<file path="src/rtl/sys_cmd_ctrl_pkg.sv">
// sys_ctrl_pkg: shared definitions for the command sequencer.
//  - Command opcodes (first byte of a frame)
//  - Sequencer state encoding
//  - Register-file addresses used for ALU operands
//  - Helper that identifies the operand-collection states (the states the
//    optional idle timeout watches)
package sys_ctrl_pkg;

  localparam logic [7:0] CMD_WR      = 8'hAA;  // {addr, data}
  localparam logic [7:0] CMD_RD      = 8'hBB;  // {addr}
  localparam logic [7:0] CMD_ALU_OP  = 8'hCC;  // {A, B, fun}
  localparam logic [7:0] CMD_ALU_NOP = 8'hDD;  // {fun}

  localparam int unsigned REG0_ADDR = 0;
  localparam int unsigned REG1_ADDR = 1;

  typedef enum logic [3:0] {
    ST_IDLE,
    ST_WR_ADDR,
    ST_WR_DATA,
    ST_RD_ADDR,
    ST_RD_WAIT,
    ST_OP_A,
    ST_OP_B,
    ST_ALU_FUN,
    ST_ALU_WAIT,
    ST_TX_LO,
    ST_TX_HI
  } state_e;

  // States that are waiting on host bytes to complete a command.
  function automatic logic is_collect_state(state_e s);
    return (s == ST_WR_ADDR) || (s == ST_WR_DATA) || (s == ST_RD_ADDR) ||
           (s == ST_OP_A)    || (s == ST_OP_B)    || (s == ST_ALU_FUN);
  endfunction

endpackage

</file>
<file path="src/rtl/sys_cmd_ctrl_if.sv">
// sys_cmd_ctrl_if: bundle of the sequencer's datapath-facing signals.
//  RX       : rx_data, rx_valid
//  Reg file : rf_addr, rf_wr_en, rf_wr_data, rf_rd_en, rf_rd_data, rf_rd_valid
//  ALU      : alu_en, alu_fun, alu_out, alu_out_valid, alu_clk_en
//  TX FIFO  : tx_data, tx_wr_en, tx_full
//  Status   : cmd_err
// Modports: master = the sequencer, slave = the surrounding datapath.
interface sys_cmd_ctrl_if #(
  parameter int unsigned DATA_W = 8,
  parameter int unsigned ADDR_W = 4
) ();
  logic [DATA_W-1:0]   rx_data;
  logic                rx_valid;
  logic [ADDR_W-1:0]   rf_addr;
  logic                rf_wr_en;
  logic [DATA_W-1:0]   rf_wr_data;
  logic                rf_rd_en;
  logic [DATA_W-1:0]   rf_rd_data;
  logic                rf_rd_valid;
  logic                alu_en;
  logic [3:0]          alu_fun;
  logic [2*DATA_W-1:0] alu_out;
  logic                alu_out_valid;
  logic                alu_clk_en;
  logic [DATA_W-1:0]   tx_data;
  logic                tx_wr_en;
  logic                tx_full;
  logic                cmd_err;

  modport master (
    input  rx_data, rx_valid, rf_rd_data, rf_rd_valid, alu_out, alu_out_valid, tx_full,
    output rf_addr, rf_wr_en, rf_wr_data, rf_rd_en, alu_en, alu_fun, alu_clk_en,
           tx_data, tx_wr_en, cmd_err
  );

  modport slave (
    output rx_data, rx_valid, rf_rd_data, rf_rd_valid, alu_out, alu_out_valid, tx_full,
    input  rf_addr, rf_wr_en, rf_wr_data, rf_rd_en, alu_en, alu_fun, alu_clk_en,
           tx_data, tx_wr_en, cmd_err
  );
endinterface

</file>
<file path="src/rtl/sys_cmd_timeout.sv">
// sys_cmd_timeout: idle counter for partially received commands.
//  clk, rst  : clock, synchronous active-high reset
//  count_en  : sequencer is in an operand-collection state
//  clear     : a byte arrived this cycle (restarts the idle count)
//  expired   : counter reached TIMEOUT_CYC-1 with no byte; abort the command
module sys_cmd_timeout #(
  parameter int unsigned TIMEOUT_CYC = 4096
) (
  input  logic clk,
  input  logic rst,
  input  logic count_en,
  input  logic clear,
  output logic expired
);
  localparam int unsigned CW = (TIMEOUT_CYC > 2) ? $clog2(TIMEOUT_CYC) : 1;

  logic [CW-1:0] count_q;

  assign expired = count_en && !clear && (count_q == CW'(TIMEOUT_CYC - 1));

  always_ff @(posedge clk) begin
    if (rst || clear || !count_en || expired) begin
      count_q <= '0;
    end else begin
      count_q <= count_q + 1'b1;
    end
  end
endmodule

</file>
<file path="src/rtl/sys_cmd_ctrl.sv">
// sys_cmd_ctrl: command sequencer between the UART RX path and the datapath.
// Decodes framed commands from validated RX bytes:
//   0xAA addr data  -> register write
//   0xBB addr       -> register read, data returned as one TX byte
//   0xCC A B fun    -> A->r0, B->r1, ALU op, 16-bit result returned lo then hi
//   0xDD fun        -> ALU op on current r0/r1, result returned lo then hi
// Unknown first bytes pulse cmd_err.
// Ports:
//   clk, rst : clock, synchronous active-high reset
//   bus      : sys_cmd_ctrl_if.master (RX, reg file, ALU, TX FIFO, cmd_err)
// Build option: define CMD_TIMEOUT_EN to abort a partial command after
// TIMEOUT_CYC idle cycles (cmd_err pulse, return to IDLE).
module sys_cmd_ctrl
  import sys_ctrl_pkg::*;
#(
  parameter int unsigned DATA_W      = 8,
  parameter int unsigned ADDR_W      = 4,
  parameter int unsigned TIMEOUT_CYC = 4096
) (
  input  logic          clk,
  input  logic          rst,
  sys_cmd_ctrl_if.master bus
);

  state_e            state;
  logic [ADDR_W-1:0] rf_addr;
  logic              rf_wr_en;
  logic [DATA_W-1:0] rf_wr_data;
  logic              rf_rd_en;
  logic              alu_en;
  logic [3:0]        alu_fun;
  logic              alu_clk_en;
  logic [DATA_W-1:0] tx_data;
  logic [DATA_W-1:0] result_hi;
  logic              is_read;
  logic              cmd_err;
  logic              timeout_hit;

`ifdef CMD_TIMEOUT_EN
  sys_cmd_timeout #(
    .TIMEOUT_CYC (TIMEOUT_CYC)
  ) u_timeout (
    .clk      (clk),
    .rst      (rst),
    .count_en (is_collect_state(state)),
    .clear    (bus.rx_valid),
    .expired  (timeout_hit)
  );
`else
  logic unused_cfg;
  assign unused_cfg  = (TIMEOUT_CYC != 0);
  assign timeout_hit = 1'b0;
`endif

  assign bus.rf_addr    = rf_addr;
  assign bus.rf_wr_en   = rf_wr_en;
  assign bus.rf_wr_data = rf_wr_data;
  assign bus.rf_rd_en   = rf_rd_en;
  assign bus.alu_en     = alu_en;
  assign bus.alu_fun    = alu_fun;
  assign bus.alu_clk_en = alu_clk_en;
  assign bus.tx_data    = tx_data;
  assign bus.cmd_err    = cmd_err;

  // tx_data is staged a cycle ahead; the push is qualified by the live
  // tx_full so a byte is never offered to a full FIFO.
  assign bus.tx_wr_en = ((state == ST_TX_LO) || (state == ST_TX_HI)) && !bus.tx_full;

  always_ff @(posedge clk) begin
    if (rst) begin
      state      <= ST_IDLE;
      rf_addr    <= '0;
      rf_wr_en   <= 1'b0;
      rf_wr_data <= '0;
      rf_rd_en   <= 1'b0;
      alu_en     <= 1'b0;
      alu_fun    <= '0;
      alu_clk_en <= 1'b0;
      tx_data    <= '0;
      result_hi  <= '0;
      is_read    <= 1'b0;
      cmd_err    <= 1'b0;
    end else begin
      rf_wr_en <= 1'b0;
      rf_rd_en <= 1'b0;
      cmd_err  <= 1'b0;

      if (timeout_hit) begin
        state      <= ST_IDLE;
        cmd_err    <= 1'b1;
        alu_clk_en <= 1'b0;
      end else begin
        case (state)
          ST_IDLE: begin
            if (bus.rx_valid) begin
              case (bus.rx_data[7:0])
                CMD_WR:      state <= ST_WR_ADDR;
                CMD_RD:      state <= ST_RD_ADDR;
                CMD_ALU_OP:  state <= ST_OP_A;
                CMD_ALU_NOP: begin
                  state      <= ST_ALU_FUN;
                  alu_clk_en <= 1'b1;
                end
                default:     cmd_err <= 1'b1;
              endcase
            end
          end

          ST_WR_ADDR: begin
            if (bus.rx_valid) begin
              rf_addr <= bus.rx_data[ADDR_W-1:0];
              state   <= ST_WR_DATA;
            end
          end

          ST_WR_DATA: begin
            if (bus.rx_valid) begin
              rf_wr_data <= bus.rx_data;
              rf_wr_en   <= 1'b1;
              state      <= ST_IDLE;
            end
          end

          ST_RD_ADDR: begin
            if (bus.rx_valid) begin
              rf_addr  <= bus.rx_data[ADDR_W-1:0];
              rf_rd_en <= 1'b1;
              state    <= ST_RD_WAIT;
            end
          end

          ST_RD_WAIT: begin
            if (bus.rf_rd_valid) begin
              tx_data <= bus.rf_rd_data;
              is_read <= 1'b1;
              state   <= ST_TX_LO;
            end
          end

          ST_OP_A: begin
            if (bus.rx_valid) begin
              rf_addr    <= ADDR_W'(REG0_ADDR);
              rf_wr_data <= bus.rx_data;
              rf_wr_en   <= 1'b1;
              state      <= ST_OP_B;
            end
          end

          ST_OP_B: begin
            if (bus.rx_valid) begin
              rf_addr    <= ADDR_W'(REG1_ADDR);
              rf_wr_data <= bus.rx_data;
              rf_wr_en   <= 1'b1;
              alu_clk_en <= 1'b1;
              state      <= ST_ALU_FUN;
            end
          end

          ST_ALU_FUN: begin
            if (bus.rx_valid) begin
              alu_fun <= bus.rx_data[3:0];
              alu_en  <= 1'b1;
              state   <= ST_ALU_WAIT;
            end
          end

          ST_ALU_WAIT: begin
            if (bus.alu_out_valid) begin
              alu_en     <= 1'b0;
              alu_clk_en <= 1'b0;
              tx_data    <= bus.alu_out[DATA_W-1:0];
              result_hi  <= bus.alu_out[2*DATA_W-1:DATA_W];
              is_read    <= 1'b0;
              state      <= ST_TX_LO;
            end
          end

          ST_TX_LO: begin
            if (!bus.tx_full) begin
              if (is_read) begin
                state <= ST_IDLE;
              end else begin
                tx_data <= result_hi;
                state   <= ST_TX_HI;
              end
            end
          end

          ST_TX_HI: begin
            if (!bus.tx_full) begin
              state <= ST_IDLE;
            end
          end

          default: state <= ST_IDLE;
        endcase
      end
    end
  end

endmodule
</file>
<file path="src/flat_wrapper.sv">
// flat-port wrapper written by rule: the top's interface ports become plain ports
module sys_cmd_ctrl_flat import sys_ctrl_pkg::*;
#(
  parameter int unsigned DATA_W      = 8,
  parameter int unsigned ADDR_W      = 4,
  parameter int unsigned TIMEOUT_CYC = 4096
)
  (clk, rst, bus_rx_data, bus_rx_valid, bus_rf_rd_data, bus_rf_rd_valid, bus_alu_out, bus_alu_out_valid, bus_tx_full, bus_rf_addr, bus_rf_wr_en, bus_rf_wr_data, bus_rf_rd_en, bus_alu_en, bus_alu_fun, bus_alu_clk_en, bus_tx_data, bus_tx_wr_en, bus_cmd_err);
  sys_cmd_ctrl_if #(.DATA_W(DATA_W), .ADDR_W(ADDR_W)) bus_i ();
  input  logic clk;
  input  logic rst;
  input wire logic [$bits(bus_i.rx_data)-1:0] bus_rx_data;
  input wire logic [$bits(bus_i.rx_valid)-1:0] bus_rx_valid;
  input wire logic [$bits(bus_i.rf_rd_data)-1:0] bus_rf_rd_data;
  input wire logic [$bits(bus_i.rf_rd_valid)-1:0] bus_rf_rd_valid;
  input wire logic [$bits(bus_i.alu_out)-1:0] bus_alu_out;
  input wire logic [$bits(bus_i.alu_out_valid)-1:0] bus_alu_out_valid;
  input wire logic [$bits(bus_i.tx_full)-1:0] bus_tx_full;
  output wire logic [$bits(bus_i.rf_addr)-1:0] bus_rf_addr;
  output wire logic [$bits(bus_i.rf_wr_en)-1:0] bus_rf_wr_en;
  output wire logic [$bits(bus_i.rf_wr_data)-1:0] bus_rf_wr_data;
  output wire logic [$bits(bus_i.rf_rd_en)-1:0] bus_rf_rd_en;
  output wire logic [$bits(bus_i.alu_en)-1:0] bus_alu_en;
  output wire logic [$bits(bus_i.alu_fun)-1:0] bus_alu_fun;
  output wire logic [$bits(bus_i.alu_clk_en)-1:0] bus_alu_clk_en;
  output wire logic [$bits(bus_i.tx_data)-1:0] bus_tx_data;
  output wire logic [$bits(bus_i.tx_wr_en)-1:0] bus_tx_wr_en;
  output wire logic [$bits(bus_i.cmd_err)-1:0] bus_cmd_err;
  assign bus_i.rx_data = bus_rx_data;
  assign bus_i.rx_valid = bus_rx_valid;
  assign bus_i.rf_rd_data = bus_rf_rd_data;
  assign bus_i.rf_rd_valid = bus_rf_rd_valid;
  assign bus_i.alu_out = bus_alu_out;
  assign bus_i.alu_out_valid = bus_alu_out_valid;
  assign bus_i.tx_full = bus_tx_full;
  assign bus_rf_addr = bus_i.rf_addr;
  assign bus_rf_wr_en = bus_i.rf_wr_en;
  assign bus_rf_wr_data = bus_i.rf_wr_data;
  assign bus_rf_rd_en = bus_i.rf_rd_en;
  assign bus_alu_en = bus_i.alu_en;
  assign bus_alu_fun = bus_i.alu_fun;
  assign bus_alu_clk_en = bus_i.alu_clk_en;
  assign bus_tx_data = bus_i.tx_data;
  assign bus_tx_wr_en = bus_i.tx_wr_en;
  assign bus_cmd_err = bus_i.cmd_err;
  sys_cmd_ctrl #(.DATA_W(DATA_W), .ADDR_W(ADDR_W), .TIMEOUT_CYC(TIMEOUT_CYC)) u_core (.clk(clk), .rst(rst), .bus(bus_i));
endmodule
</file>
<file path="config.mk">
export PLATFORM = sky130hd
export DESIGN_NAME = sys_cmd_ctrl_flat
export DESIGN_NICKNAME = d
export VERILOG_FILES = /design/src/rtl/sys_cmd_ctrl_pkg.sv /design/src/rtl/sys_cmd_ctrl_if.sv /design/src/rtl/sys_cmd_timeout.sv /design/src/rtl/sys_cmd_ctrl.sv /design/src/flat_wrapper.sv
export SDC_FILE = /design/constraint.sdc
export NUM_CORES = 1
export LEC_CHECK = 0
export BUFFER_PORTS_ARGS = -buffer_cell sky130_fd_sc_hd__buf_2
export CELL_PAD_IN_SITES_DETAIL_PLACEMENT = 0
export CELL_PAD_IN_SITES_GLOBAL_PLACEMENT = 1
export CORE_MARGIN = 1
export CORE_UTILIZATION = 34
export CTS_BUF_LIST = sky130_fd_sc_hd__clkbuf_2
export CTS_CLUSTER_DIAMETER = 50
export CTS_CLUSTER_SIZE = 20
export DETAILED_ROUTE_END_ITERATION = 10
export PLACE_DENSITY_LB_ADDON = 0.1
export SLEW_MARGIN = 0
export SYNTH_ARGS = -nofsm -noshare
export SYNTH_HDL_FRONTEND = slang
export SYNTH_HIERARCHICAL = 1
export SYNTH_SLANG_ARGS = --single-unit
</file>
<file path="constraint.sdc">
create_clock -name clk -period 1.95 [get_ports clk]
set_clock_uncertainty 0.2 [all_clocks]
set_input_delay 0.39 -clock clk [delete_from_list [all_inputs] [get_ports clk]]
set_output_delay 0.39 -clock clk [all_outputs]
set_load 0.005 [all_outputs]
</file>
After elaboration in Yosys (flattened, before gate mapping):

Index checks and enable logic that the tools add are counted.

* bits in registers: 42
* output and inout bits: 30
* logic and storage cells: 101

* equality and inequality tests: 29
* multiplexer cells: 32
* bitwise gates (word level): 4
* reductions and logical operators: 24

Operators by type and width (count)
* 4-bit 2-to-1 mux: 14
* 4-bit one-hot mux with 11 select lines: 1
* 8-bit equality test, second input constant: 4
* 8-bit 2-to-1 mux: 4
* 2-bit != test, second input constant: 13
* 8-bit one-hot mux with 3 select lines: 1
* 4-bit by 3-bit equality test with 1-bit output, second input constant: 4
* 4-bit one-hot mux with 4 select lines: 1
* 4-bit equality test, second input constant: 3
* 4-bit one-hot mux with 3 select lines: 1
* 12-bit AND reduction: 1
* 5-bit AND reduction: 2
* 3-bit nonzero test: 3
* 4-bit by 2-bit equality test with 1-bit output, second input constant: 2
* 1-bit 2-to-1 mux: 7
* 2-bit AND reduction: 3
* 3-bit AND reduction: 2
* 2-bit OR reduction: 3
* 3-bit OR reduction: 2
* 5-bit != test, second input constant: 1
* 4-bit by 1-bit equality test with 1-bit output, second input constant: 1
* 4-bit zero test: 1
* 1-bit inverter: 4
* 1-bit one-hot mux with 2 select lines: 2
* other kinds (8): 9

Depth between registers and ports, before layout:

Gate-level depths: netlist (run 1).

* depth after elaboration: 4
* mapped depth: 7
* depth with buffers taken out: 5

Least setup slack after synthesis (run 1):

OpenSTA, ideal clock, no wires.

* kind: reg2reg
* from: register u_core.state[2]
* to: register u_core.state[1]
* library setup time: 0.130 ns
* data arrival time: 1.528 ns
* slack: 0.092 ns
* cell stages (with the launch flop): 7
* clock period less this slack: 1.858 ns
* cells stage by stage: dfxtp_1 -> buf_6 -> or3b_1 -> a211oi_2 -> nand4bb_1 -> nand2b_1 -> o22ai_1

* longest elaborated chain between the ends: 3

Ends and longest elaborated chain
* start, declared: line sys_cmd_ctrl.sv:25 `state_e state;`
* start signal, assigned: line sys_cmd_ctrl.sv:71 `state <= ST_IDLE;`
* start signal, assigned: line sys_cmd_ctrl.sv:89 `state <= ST_IDLE;`
* start signal, assigned: line sys_cmd_ctrl.sv:97 `CMD_WR: state <= ST_WR_ADDR;`
* 4-bit zero test, or another cell as far along: line sys_cmd_ctrl.sv:93 `case (state)`
* 5-bit != test (no line) or 2-bit != test (tied branches)
* 12-bit AND reduction (no line)

Several ways; a longest one is shown, not always the timed one.
A chain may end at the register's enable or synchronous reset.

Final worst setup path (run 1):

* from: register u_core.state[1]
* to: output port bus_tx_wr_en

* longest elaborated chain between the ends: 3

Ends and longest elaborated chain
* 4-bit equality test: line sys_cmd_ctrl.sv:67 `assign bus.tx_wr_en = ((state == ST_TX_LO) || (state == ST_TX_HI)) && !bus.tx_full;`
* 1-bit logical OR *: line sys_cmd_ctrl.sv:67
* 1-bit logical AND *: line sys_cmd_ctrl.sv:67
* end, declared: line flat_wrapper.sv:27 `output wire logic [$bits(bus_i.tx_wr_en)-1:0] bus_tx_wr_en;`

Every way passes the cells marked *; elsewhere a longest branch is shown, timed or not.

==> results of run 1 <==
path summary, 6_finish.rpt:
path	from	to	cells past startpoint
max	u_core/state[1]	bus_tx_wr_en	4
min	bus_rx_data[7]	u_core/bus.rf_wr_data[7]	3
max reg2reg	u_core/state[3]	u_core/bus.tx_data[2]	8
min reg2reg	u_core/bus.rf_addr[3]	u_core/bus.rf_addr[3]	2
what timing repair did:
item,CTS,global route
hold endpoints to repair,8,1
endpoints found under the setup margin,13,19
hold buffers,8,1
buffers inserted,8,5
pin swaps,4,3
gates resized for setup,10,12
cells by family (layout without fill, tap and decap cells):
group | after synthesis | count (layout)
AOI/OAI and AO/OA | 33 | 33
xor gates and xnor gates | 4 | 4
buffers and inverters | 18 | 124
DFF | 42 | 42
muxes | 37 | 37
and+or+nand+nor | 96 | 96
cells in the mapped netlist, types with 2 or more instances:
cell / n / area share [%]
o22ai_1: 2 / 0.61
nor3b_2: 2 / 1.2
xnor2_1: 4 / 1.7
nand2_1: 17 / 3.1
nor2b_1: 2 / 0.61
clkbuf_1: 5 / 0.91
nor2_1: 45 / 8.2
buf_2: 6 / 1.5
dfxtp_1: 42 / 41
nand4bb_1: 3 / 1.6
and3_1: 2 / 0.61
or3b_1: 2 / 0.85
a21oi_1: 15 / 3.7
o21ai_0: 6 / 1.5
nand3_1: 6 / 1.5
and2_1: 3 / 0.91
mux2i_1: 37 / 18
nand2b_1: 4 / 1.2
inv_1: 3 / 0.55
buf_6: 2 / 1.1
buf_4: 2 / 0.73
area by class of cell:
type | instances | area share (%)
Tap cell | 72 | 3.069
Clock inverter | 2 | 1.279
Inverter | 3 | 0.3836
Clock buffer | 6 | 1.023
Timing Repair Buffer | 113 | 25.15
Multi-Input combinational cell | 170 | 40.11
Sequential cell | 42 | 28.99
worst max-delay path: stages, from the launching register on:
cell	delay (ns)
dfxtp_2	0.38
buf_6	0.12
xnor2_4	0.12
nor4b_4	0.20
buf_2	0.15
layer usage:
metal / track usage, % / part of all wire [%] / vias up
li1: - / - / 1010
met1: 25.39 / 48 / 914
met2: 28.38 / 47 / 41
met3: 4.457 / 4.1 / 7
met4: 6.000 / 1.2 / 0
met5: 0 / 0 / -
per-stage QoR:
| stage | area (um2) | total power (uW) | setup WS (ns) | std cells |
|---|---|---|---|---|
| 2_1_floorplan | 2053 | 924.1 | 0.09188 | 230 |
| 3_3_place_gp | 2592 | 993.3 | -0.09331 | 379 |
| 3_5_place_dp | 2592 | 991.2 | -0.06679 | 379 |
| 4_1_cts | 2843 | 1527 | -0.08730 | 403 |
| 5_1_grt | 2935 | 1589 | -0.1448 | 408 |
| 6_report | 2935 | 1509 | -0.03343 | 408 |
placed cells by master (no fill, tap or decap), types with 3 or more instances in the layout:
cell | netlist | routed
and2_1 | 3 | 3
buf_2 | 6 | 67
buf_4 | 2 | 30
buf_6 | 2 | 6
mux2i_1 | 37 | 37
nand3_1 | 6 | 6
nand2_1 | 17 | 17
nor2_1 | 45 | 45
clkbuf_2 | 0 | 6
dlygate4sd3_1 | 0 | 9
dfxtp_1 | 42 | 38
a21oi_1 | 15 | 15
inv_1 | 3 | 3
o21ai_0 | 6 | 5
xnor2_1 | 4 | 3
nand2b_1 | 4 | 3
flip-flops by register name, indices dropped and copies added (netlist names):
register / flops
u_core/bus.alu_fun: 4
u_core/bus.alu_clk_en: 1
u_core/result_hi: 8
u_core/bus.rf_wr_en: 1
u_core/bus.alu_en: 1
u_core/bus.cmd_err: 1
u_core/is_read: 1
u_core/bus.rf_rd_en: 1
u_core/bus.rf_addr: 4
u_core/bus.tx_data: 8
u_core/bus.rf_wr_data: 8
u_core/state: 4
report_power, final:
group | total (uW) | internal [uW] | switching [uW]
Sequential | 860 | 859 | 0.881
Combinational | 131 | 68.8 | 62.3
Clock | 517 | 222 | 296
Total | 1510 | 1150 | 359
==> impl_metrics.csv, run 1 <==
group,metric,value,unit
global_route,grt_pass1_vias,1884,
place,gp_congestion,0.7667,
clock_network,cts-root-buf,"clkbuf_2",
timing,worst_slew_pin_slew,0.4930,ns
routing,num_vias,1972,
global_route,grt_pass1_wl,9.101,mm
setup_path,worstPathMaxFanout,2,
timing,setup_viol,8,
logic_synthesis,synth_edf_count,0,
finish,fin_nets,373,
routing,antenna_left,0,
logic_synthesis,synthXorXnorAreaFrac,1.706,%
timing,rsz0062_at_grt,"yes",
global_route,grt_antenna_before_repair,0,
clock_network,clkTransAtPathRegs,0.22,ns
finish,layout-drive-gt1-share,37.80,%
logic_synthesis,synth.avg_cell_area,8.927,um2
logic_synthesis,synth_cells,230,
logic_synthesis,synth-simple-area-share,24.31,%
logic_synthesis,synth_top_family_by_area,"simple AND/OR/NAND/NOR gates",
die,core,5675,um2
clock_network,htreeDepth,2,
routing,first_iter_violations,101,
timing,max-slew-margin-rel,66.28,%
timing,clock.fmax,0.5042,GHz
logic_synthesis,synth_adder_area_share,0,%
setup_path,rrSetupSlack,-0.01,ns
timing,tns,-0.06774,ns
power,p_leak,0.001333,uW
power,vdd.ir_drop.worst,0.3623,mV
finish,seq_area,850.8,um2
die,die-area,6354,um2
setup_path,arrival,1.39,ns
timing,period_needed,1.983,ns
clock_network,cts_tree,"built",
timing,finalWorstSetupSlack,-0.03343,ns
die,die_h,79.71,um
routing,drc,0,
timing,hold_viol,0,
finish,multi_input_area,1177,um2
clock_network,clockBufferDepth,2,
routing,vias_per_cell,4.833,
finish,fillers,565,
global_route,globalRouteTotalUtil,18.54,%
logic_synthesis,yosysSeqAreaShare,40.95,%
setup_path,cp-end-kind,"output pin",
clock_network,cts_buffers,5,
setup_path,crit_required,1.36,ns
finish,diodes,0,
setup_path,worst_setup_path_start_kind,"register",
timing,fin_crit_sh,101.7,%
die,start_util,36.18,%
clock_network,clk_latency,0.41,ns
place,dp_hpwl,3.974,mm
run,max_cap_violations,0,
power,pwr_density_cell,513.9,nW/um2
run_status,violations,"negative setup slack",
routing,firstDrtPassIters,4,
min_path,hp-class,"in -> reg",
logic_synthesis,synth_ff_type,"dfxtp_1",
global_route,grt_max_degree,26,
logic_synthesis,ys_types,41,
logic_synthesis,synthMuxAreaShare,18.04,%
logic_synthesis,ys_seq_elements,42,
run_status,outcome,"complete, but fails checks",
die,rows,27,
die,io_pins,68,
global_route,overflow,0,
logic_synthesis,async_reset_ff_share,0,%
clock_network,cts_sinks,42,
timing,slew_viol_final,0,
logic_synthesis,syn_area,2053,um2
finish,area_growth,42.96,%
logic_synthesis,synth_compound_area_share,10.24,%
die,die_x,79.71,um
finish,utilization,51.72,%
timing,holdWs,0.03565,ns
place,io_buffer_count,67,
routing,wl_per_cell,13.87,um
logic_synthesis,synth_fp_nets,268,
routing,wl,5.658,mm
setup_path,critical_path_class,"reg -> out",
logic_synthesis,yosysWarnings,6,
Power figures use the tool's default switching activity.
==> run 2, diff against run 1 <==
ABC_AREA = 1   (was not set)
CORE_UTILIZATION = 32   (was 34)
==> run 2 against run 1 <==
Against the previous run: the flow now finishes without violations; sequential share of layout area grew 3.2 points; non-clock buffer count shrank 32; worst setup slack gained 0.13 ns; combinational power grew to 12 times the previous value; wire length shrank 4.7%; global-route usage shrank 1.1 points.
==> impl_metrics.csv, run 2 <==
group,metric,value,unit
timing,slew_viol_final,0,
logic_synthesis,synth_fp_nets,346,
place,placed_area,2461,um2
place,io_buffer_count,67,
finish,final_common_cell,"nor2_1",
logic_synthesis,ys_types,21,
routing,num_vias,2127,
setup_path,r2r_cells,9,
timing,fin_crit_sh,95.09,%
global_route,globalRouteTotalUtil,17.41,%
clock_network,clkTransAtPathRegs,0.21,ns
clock_network,cts_tree,"built",
die,die_h,81.22,um
timing,hold_viol,0,
logic_synthesis,async_reset_ff_share,0,%
power,pwr_density_cell,1252,nW/um2
timing,clock.fmax,0.5393,GHz
run,max_cap_violations,0,
global_route,grt_antenna_before_repair,0,
global_route,grt_max_degree,39,
routing,wl,5.391,mm
setup_path,reg2reg_to,"u_core/bus.rf_wr_data[4]",
routing,vias_per_cell,4.564,
power,vdd.ir_drop.worst,0.5451,mV
routing,first_iter_violations,47,
routing,firstDrtPassIters,4,
finish,layout-drive-gt1-share,29.16,%
finish,instances_no_fill,466,
die,rows,28,
global_route,grt_pass1_vias,1924,
clock_network,cts_buffers,5,
clock_network,htreeDepth,2,
logic_synthesis,ys_seq_elements,42,
setup_path,worstSetupStartpoint,"u_core/state[0]",
routing,drc,0,
setup_path,endpoint,"bus_tx_wr_en",
logic_synthesis,yosysTopAreaCell,"dfxtp_1",
min_path,hp-class,"in -> reg",
die,io_pins,68,
logic_synthesis,yosysSeqAreaShare,41.87,%
setup_path,worst_setup_path_start_kind,"register",
timing,finalWorstSetupSlack,0.09581,ns
finish,diodes,0,
place,dp_hpwl,3.940,mm
min_path,hp-start,"bus_alu_out[9]",
setup_path,crit_required,1.36,ns
logic_synthesis,yosysTopAreaCellShare,41.87,%
setup_path,r2r_start,"u_core/state[0]",
setup_path,arrival,1.26,ns
die,start_util,33.52,%
place,post-place-ws,0.08285,ns
die,die-area,6597,um2
finish,final_area,2650,um2
timing,worst_slew_pin_slew,0.5419,ns
setup_path,cp-end-kind,"output pin",
finish,utilization,44.24,%
finish,area_growth,31.96,%
clock_network,cts-root-buf,"clkbuf_2",
setup_path,critical_path_class,"reg -> out",
setup_path,worstPathMaxFanout,4,
logic_synthesis,synth_cells,308,
finish,fin_nets,428,
run_status,outcome,"finished clean",
timing,rsz0062_at_grt,"yes",
routing,antenna_left,0,
power,p_leak,0.001317,uW
timing,max-slew-margin-rel,63.74,%
power,power.total,3318,uW
logic_synthesis,synth_area_leaders,"dfxtp_1, nor2_1, nand2_1",
die,die_x,81.22,um
logic_synthesis,synth_edf_count,0,
logic_synthesis,yosysWarnings,6,
logic_synthesis,synth_ff_type,"dfxtp_1",
global_route,grt_pass1_wl,8.728,mm
clock_network,clockBufferDepth,2,
logic_synthesis,syn_area,2008,um2
place,gp_congestion,0.8402,
setup_path,rrSetupSlack,0.15,ns
finish,largestRegisters,"u_core/bus.rf_wr_data x8, u_core/bus.tx_data x8, u_core/result_hi x8",
finish,mostFrequentLayoutCells,"nor2_1, buf_2, nand2_1, dfxtp_1, o21ai_0",
timing,period_needed,1.854,ns
clock_network,clk_latency,0.39,ns
clock_network,cts_sinks,42,
timing,setup_viol,0,
logic_synthesis,synth_common_cells,"nor2_1, nand2_1, dfxtp_1, inv_1, o21ai_0",
global_route,overflow,0,
logic_synthesis,synth.avg_cell_area,6.520,um2
die,core,5991,um2
logic_synthesis,yosysMostFrequentCell,"nor2_1",
place,dp.cells,448,
routing,wl_per_cell,11.57,um
run 2: cell count changes in the layout (fill, tap and decap cells not counted), moves of 11 or more:
cell     delta
inv_1      +27
nand3_1    +11
o21ai_0    +29
mux2i_1    -37
buf_4      -22
nand2_1    +44
nor2_1     +23
run 2: where the power goes:
group	switching (uW)	internal, uW
logic	941	664
clock network	289	222
registers	122	1080
total	1350	1970
run 2: layout make-up:
type / count / area (um2)
clock buffer: 6 / 30.03
timing repair buffer: 81 / 476.7
inverter: 39 / 148.9
sequential: 42 / 853.3
multi-input combinational: 221 / 1010
tap: 75 / 93.84
fill: 681 / 3341
clock inverter: 2 / 37.54
run 2: kinds of logic after synthesis:
group,count (synthesis),synth area share [%]
buf+inv,45,8.847
flops,42,41.87
simple gates,160,33.08
compound gates,61,16.20
run 2: per-stage QoR:
stage / TNS, ns / hold WS, ns
6_report: 0 / 0.05775
3_3_place_gp: 0 / 0.2288
3_5_place_dp: 0 / 0.2322
2_1_floorplan: 0 / 0.2246
5_1_grt: -0.03628 / 0.01868
4_1_cts: 0 / 0.02694
run 2: worst min path at each step:
stage | endpoint | depth (start not counted)
6_report | u_core/result_hi[1] | 3
5_1_grt | u_core/result_hi[4] | 3
4_1_cts | u_core/result_hi[5] | 3
3_5_place_dp | u_core/bus.alu_fun[2] | 2
3_3_place_gp | u_core/bus.alu_fun[3] | 2
2_1_floorplan | u_core/result_hi[4] | 2
run 2: worst max-delay path, cell delays in order (launching register included):
cell	delay (ns)
dfxtp_4	0.43
inv_4	0.06
nor2_4	0.11
inv_2	0.04
nand2_2	0.05
nand2_1	0.05
inv_1	0.04
buf_2	0.10
run 2: per-layer routing:
layer  track usage [%]  up-vias  wire (um)
met4             6.250        0         65
met3             4.607        7        330
met5                 0        -          0
met1             20.72      927       2486
met2             29.92       58       2509
li1                  -     1135          -
run 2: repair_timing:
item,4_1_cts,5_1_grt
setup endpoints to repair,1,25
pin swaps,2,2
hold buffers,3,0
resized for setup,6,14
buffers inserted,4,3
hold endpoints to repair,3,0
==> run 3, diff against run 2 <==
SYNTH_HIERARCHICAL = not set   (was 1)
==> run 3 against run 2 <==
Against the previous run: critical path depth down 1; first-iteration DRC count up 43%; area after synthesis is 1.6% lower; global-route usage up 0.48 points; sequential share of layout area is 0.81 points higher; utilization down 0.83 points; sequential cell count did not move; critical path type unchanged; largest power group unchanged; highest routed layer unchanged.
==> impl_metrics.csv, run 3 <==
group,metric,value,unit
timing,worst_slew_pin_slew,0.5244,ns
global_route,overflow,0,
setup_path,critical-path-max-stage-delay,0.39,ns
run,max_cap_violations,0,
routing,dr_wl_met3,317,um
logic_synthesis,synth_common_cells,"nand2_1, nor2_1, dfxtp_1, inv_1, o21ai_0",
clock_network,cts-root-buf,"clkbuf_2",
die,die-area,6492,um2
setup_path,crit_required,1.36,ns
setup_path,cp-end-kind,"output pin",
clock_network,htreeDepth,2,
timing,clock.fmax,0.5322,GHz
timing,slew_viol_final,0,
logic_synthesis,synth_cells,299,
routing,vias_per_cell,4.561,
clock_network,clk_latency,0.41,ns
setup_path,worstPathMaxFanout,6,
finish,final_common_cell,"nand2_1",
place,io_buffer_count,67,
clock_network,cts_buffers,5,
finish,area_growth,30.08,%
finish,fin_nets,418,
routing,top_layer,"met4",
setup_path,path_cells,"buf_6, nand2_2, nand2_2, nand2_2, nor2_2, buf_2",
logic_synthesis,async_reset_ff_share,0,%
finish,fillers,656,
min_path,hp-class,"in -> reg",
timing,rsz0062_at_grt,"yes",
logic_synthesis,yosysTopAreaCell,"dfxtp_1",
power,p_leak,0.001288,uW
timing,hold_viol,0,
timing,setup_viol,0,
finish,layout-drive-gt1-share,29.92,%
timing,max-slew-margin-rel,64.77,%
die,core,5921,um2
global_route,grt_pass1_wl,8.776,mm
place,dp_hpwl,4.010,mm
run_status,outcome,"finished clean",
global_route,grt_antenna_before_repair,0,
logic_synthesis,synth.avg_cell_area,6.608,um2
finish,mostFrequentLayoutCells,"nand2_1, buf_2, nor2_1, dfxtp_1, o21ai_0",
logic_synthesis,synth_area_leaders,"dfxtp_1, nand2_1, nor2_1",
setup_path,critical_path_buf_inv_count,2,
finish,instances_no_fill,456,
die,rows,28,
setup_path,worst_setup_path_start_kind,"register",
timing,holdWs,0.02927,ns
clock_network,clockBufferDepth,2,
routing,first_iter_violations,67,
finish,utilization,43.41,%
logic_synthesis,ys_seq_elements,42,
logic_synthesis,synth_edf_count,0,
logic_synthesis,syn_area,1976,um2
clock_network,cts_sinks,42,
routing,antenna_left,0,
setup_path,arrival,1.29,ns
clock_network,cts_tree,"built",
setup_path,r2r_cells,8,
global_route,grt_pass1_vias,1890,
routing,wl_met1,2.634,mm
logic_synthesis,synth_fp_nets,337,
global_route,grt_max_degree,20,
die,die_h,80.58,um
timing,period_needed,1.879,ns
die,io_pins,68,
logic_synthesis,yosysWarnings,0,
logic_synthesis,yosysMostFrequentCell,"nand2_1",
routing,wl_per_cell,11.78,um
timing,tns,0,ns
finish,largestRegisters,"u_core.bus.rf_wr_data x8, u_core.bus.tx_data x8, u_core.result_hi x8",
timing,fin_crit_sh,96.36,%
setup_path,critical_path_class,"reg -> out",
die,die_x,80.58,um
logic_synthesis,ys_types,22,
logic_synthesis,synth_ff_type,"dfxtp_1",
finish,diodes,0,
setup_path,crit_top_cell,"nand2_2",
global_route,globalRouteTotalUtil,17.89,%
routing,num_vias,2080,
power,pwr_density_cell,1095,nW/um2
setup_path,worstSetupPathDepth,6,
clock_network,clkTransAtPathRegs,0.23,ns
setup_path,critical_path.top_delay_family,"flip-flops",
place,dp.cells,442,
routing,met2_length,2.353,mm
routing,firstDrtPassIters,4,
logic_synthesis,yosysTopAreaCellShare,42.56,%
power,vdd.ir_drop.worst,0.3392,mV
setup_path,crit_slowest_cell,"dfxtp_2",
place,gp_congestion,0.8290,
routing,drc,0,
die,start_util,33.37,%
routing,wl,5.370,mm
min_path,holdPathStages,3,
logic_synthesis,yosysSeqAreaShare,42.56,%
[run 3: final timing paths]
path / from / to / slack, ns
min: bus_alu_out[10] / u_core.result_hi[2] / 0.03
max: u_core.state[0] / bus_tx_wr_en / 0.07
max reg2reg: u_core.state[0] / u_core.bus.alu_en / 0.16
min reg2reg: u_core.result_hi[2] / u_core.result_hi[2] / 0.26
[run 3: area by class of cell]
cell class / instances / area, um2 / share of cell area, %
clock buffer: 6 / 30.03 / 1.168
sequential: 42 / 848.3 / 33.01
inverter: 31 / 121.4 / 4.722
multi-input combinational: 219 / 993.5 / 38.66
timing repair buffer: 81 / 469.2 / 18.26
clock inverter: 2 / 13.76 / 0.5355
tap: 75 / 93.84 / 3.651
[run 3: metrics by stage]
stage | worst slack, ns | total power [uW] | cell area, um2
final | 0.07097 | 2813 | 2570
after floorplan | 0.3232 | 1955 | 1976
after global placement | 0.09085 | 2289 | 2435
after detailed placement | 0.07636 | 2288 | 2435
after CTS | 0.00009259 | 2747 | 2525
after global routing | -0.06738 | 3084 | 2570
[run 3: power breakdown]
group | total (uW) | leakage, uW | switching (uW) | internal [uW]
Sequential | 1130 | 0.000344 | 87.1 | 1040
Combinational | 1290 | 0.000911 | 756 | 529
Clock | 397 | 0.0000330 | 302 | 94.6
Total | 2810 | 0.00129 | 1150 | 1670
[run 3: worst min-delay path, stage by stage]
cell     delay (ns)
buf_2          0.07
o21ai_0        0.07
a21oi_1        0.10
[run 3: cell families (layout without fill, tap and decap cells)]
| family | count (synthesis) | after routing | share of synthesized area [%] |
|---|---|---|---|
| buf+inv | 38 | 120 | 8.042 |
| compound gates | 59 | 59 | 16.15 |
| flops | 42 | 42 | 42.56 |
| simple gates | 160 | 160 | 33.25 |
[run 3: per-layer routing]
metal | vias up | track usage (%)
met4 | 0 | 5.357
met1 | 894 | 23.56
met5 | - | 0
met3 | 5 | 4.318
met2 | 68 | 28.64
li1 | 1113 | -
[run 3: timing repair]
item,in CTS,in global routing
buffers inserted,4,2
setup endpoints to repair,1,12
resized for setup,9,9
pin swaps,2,3
hold buffers,0,0
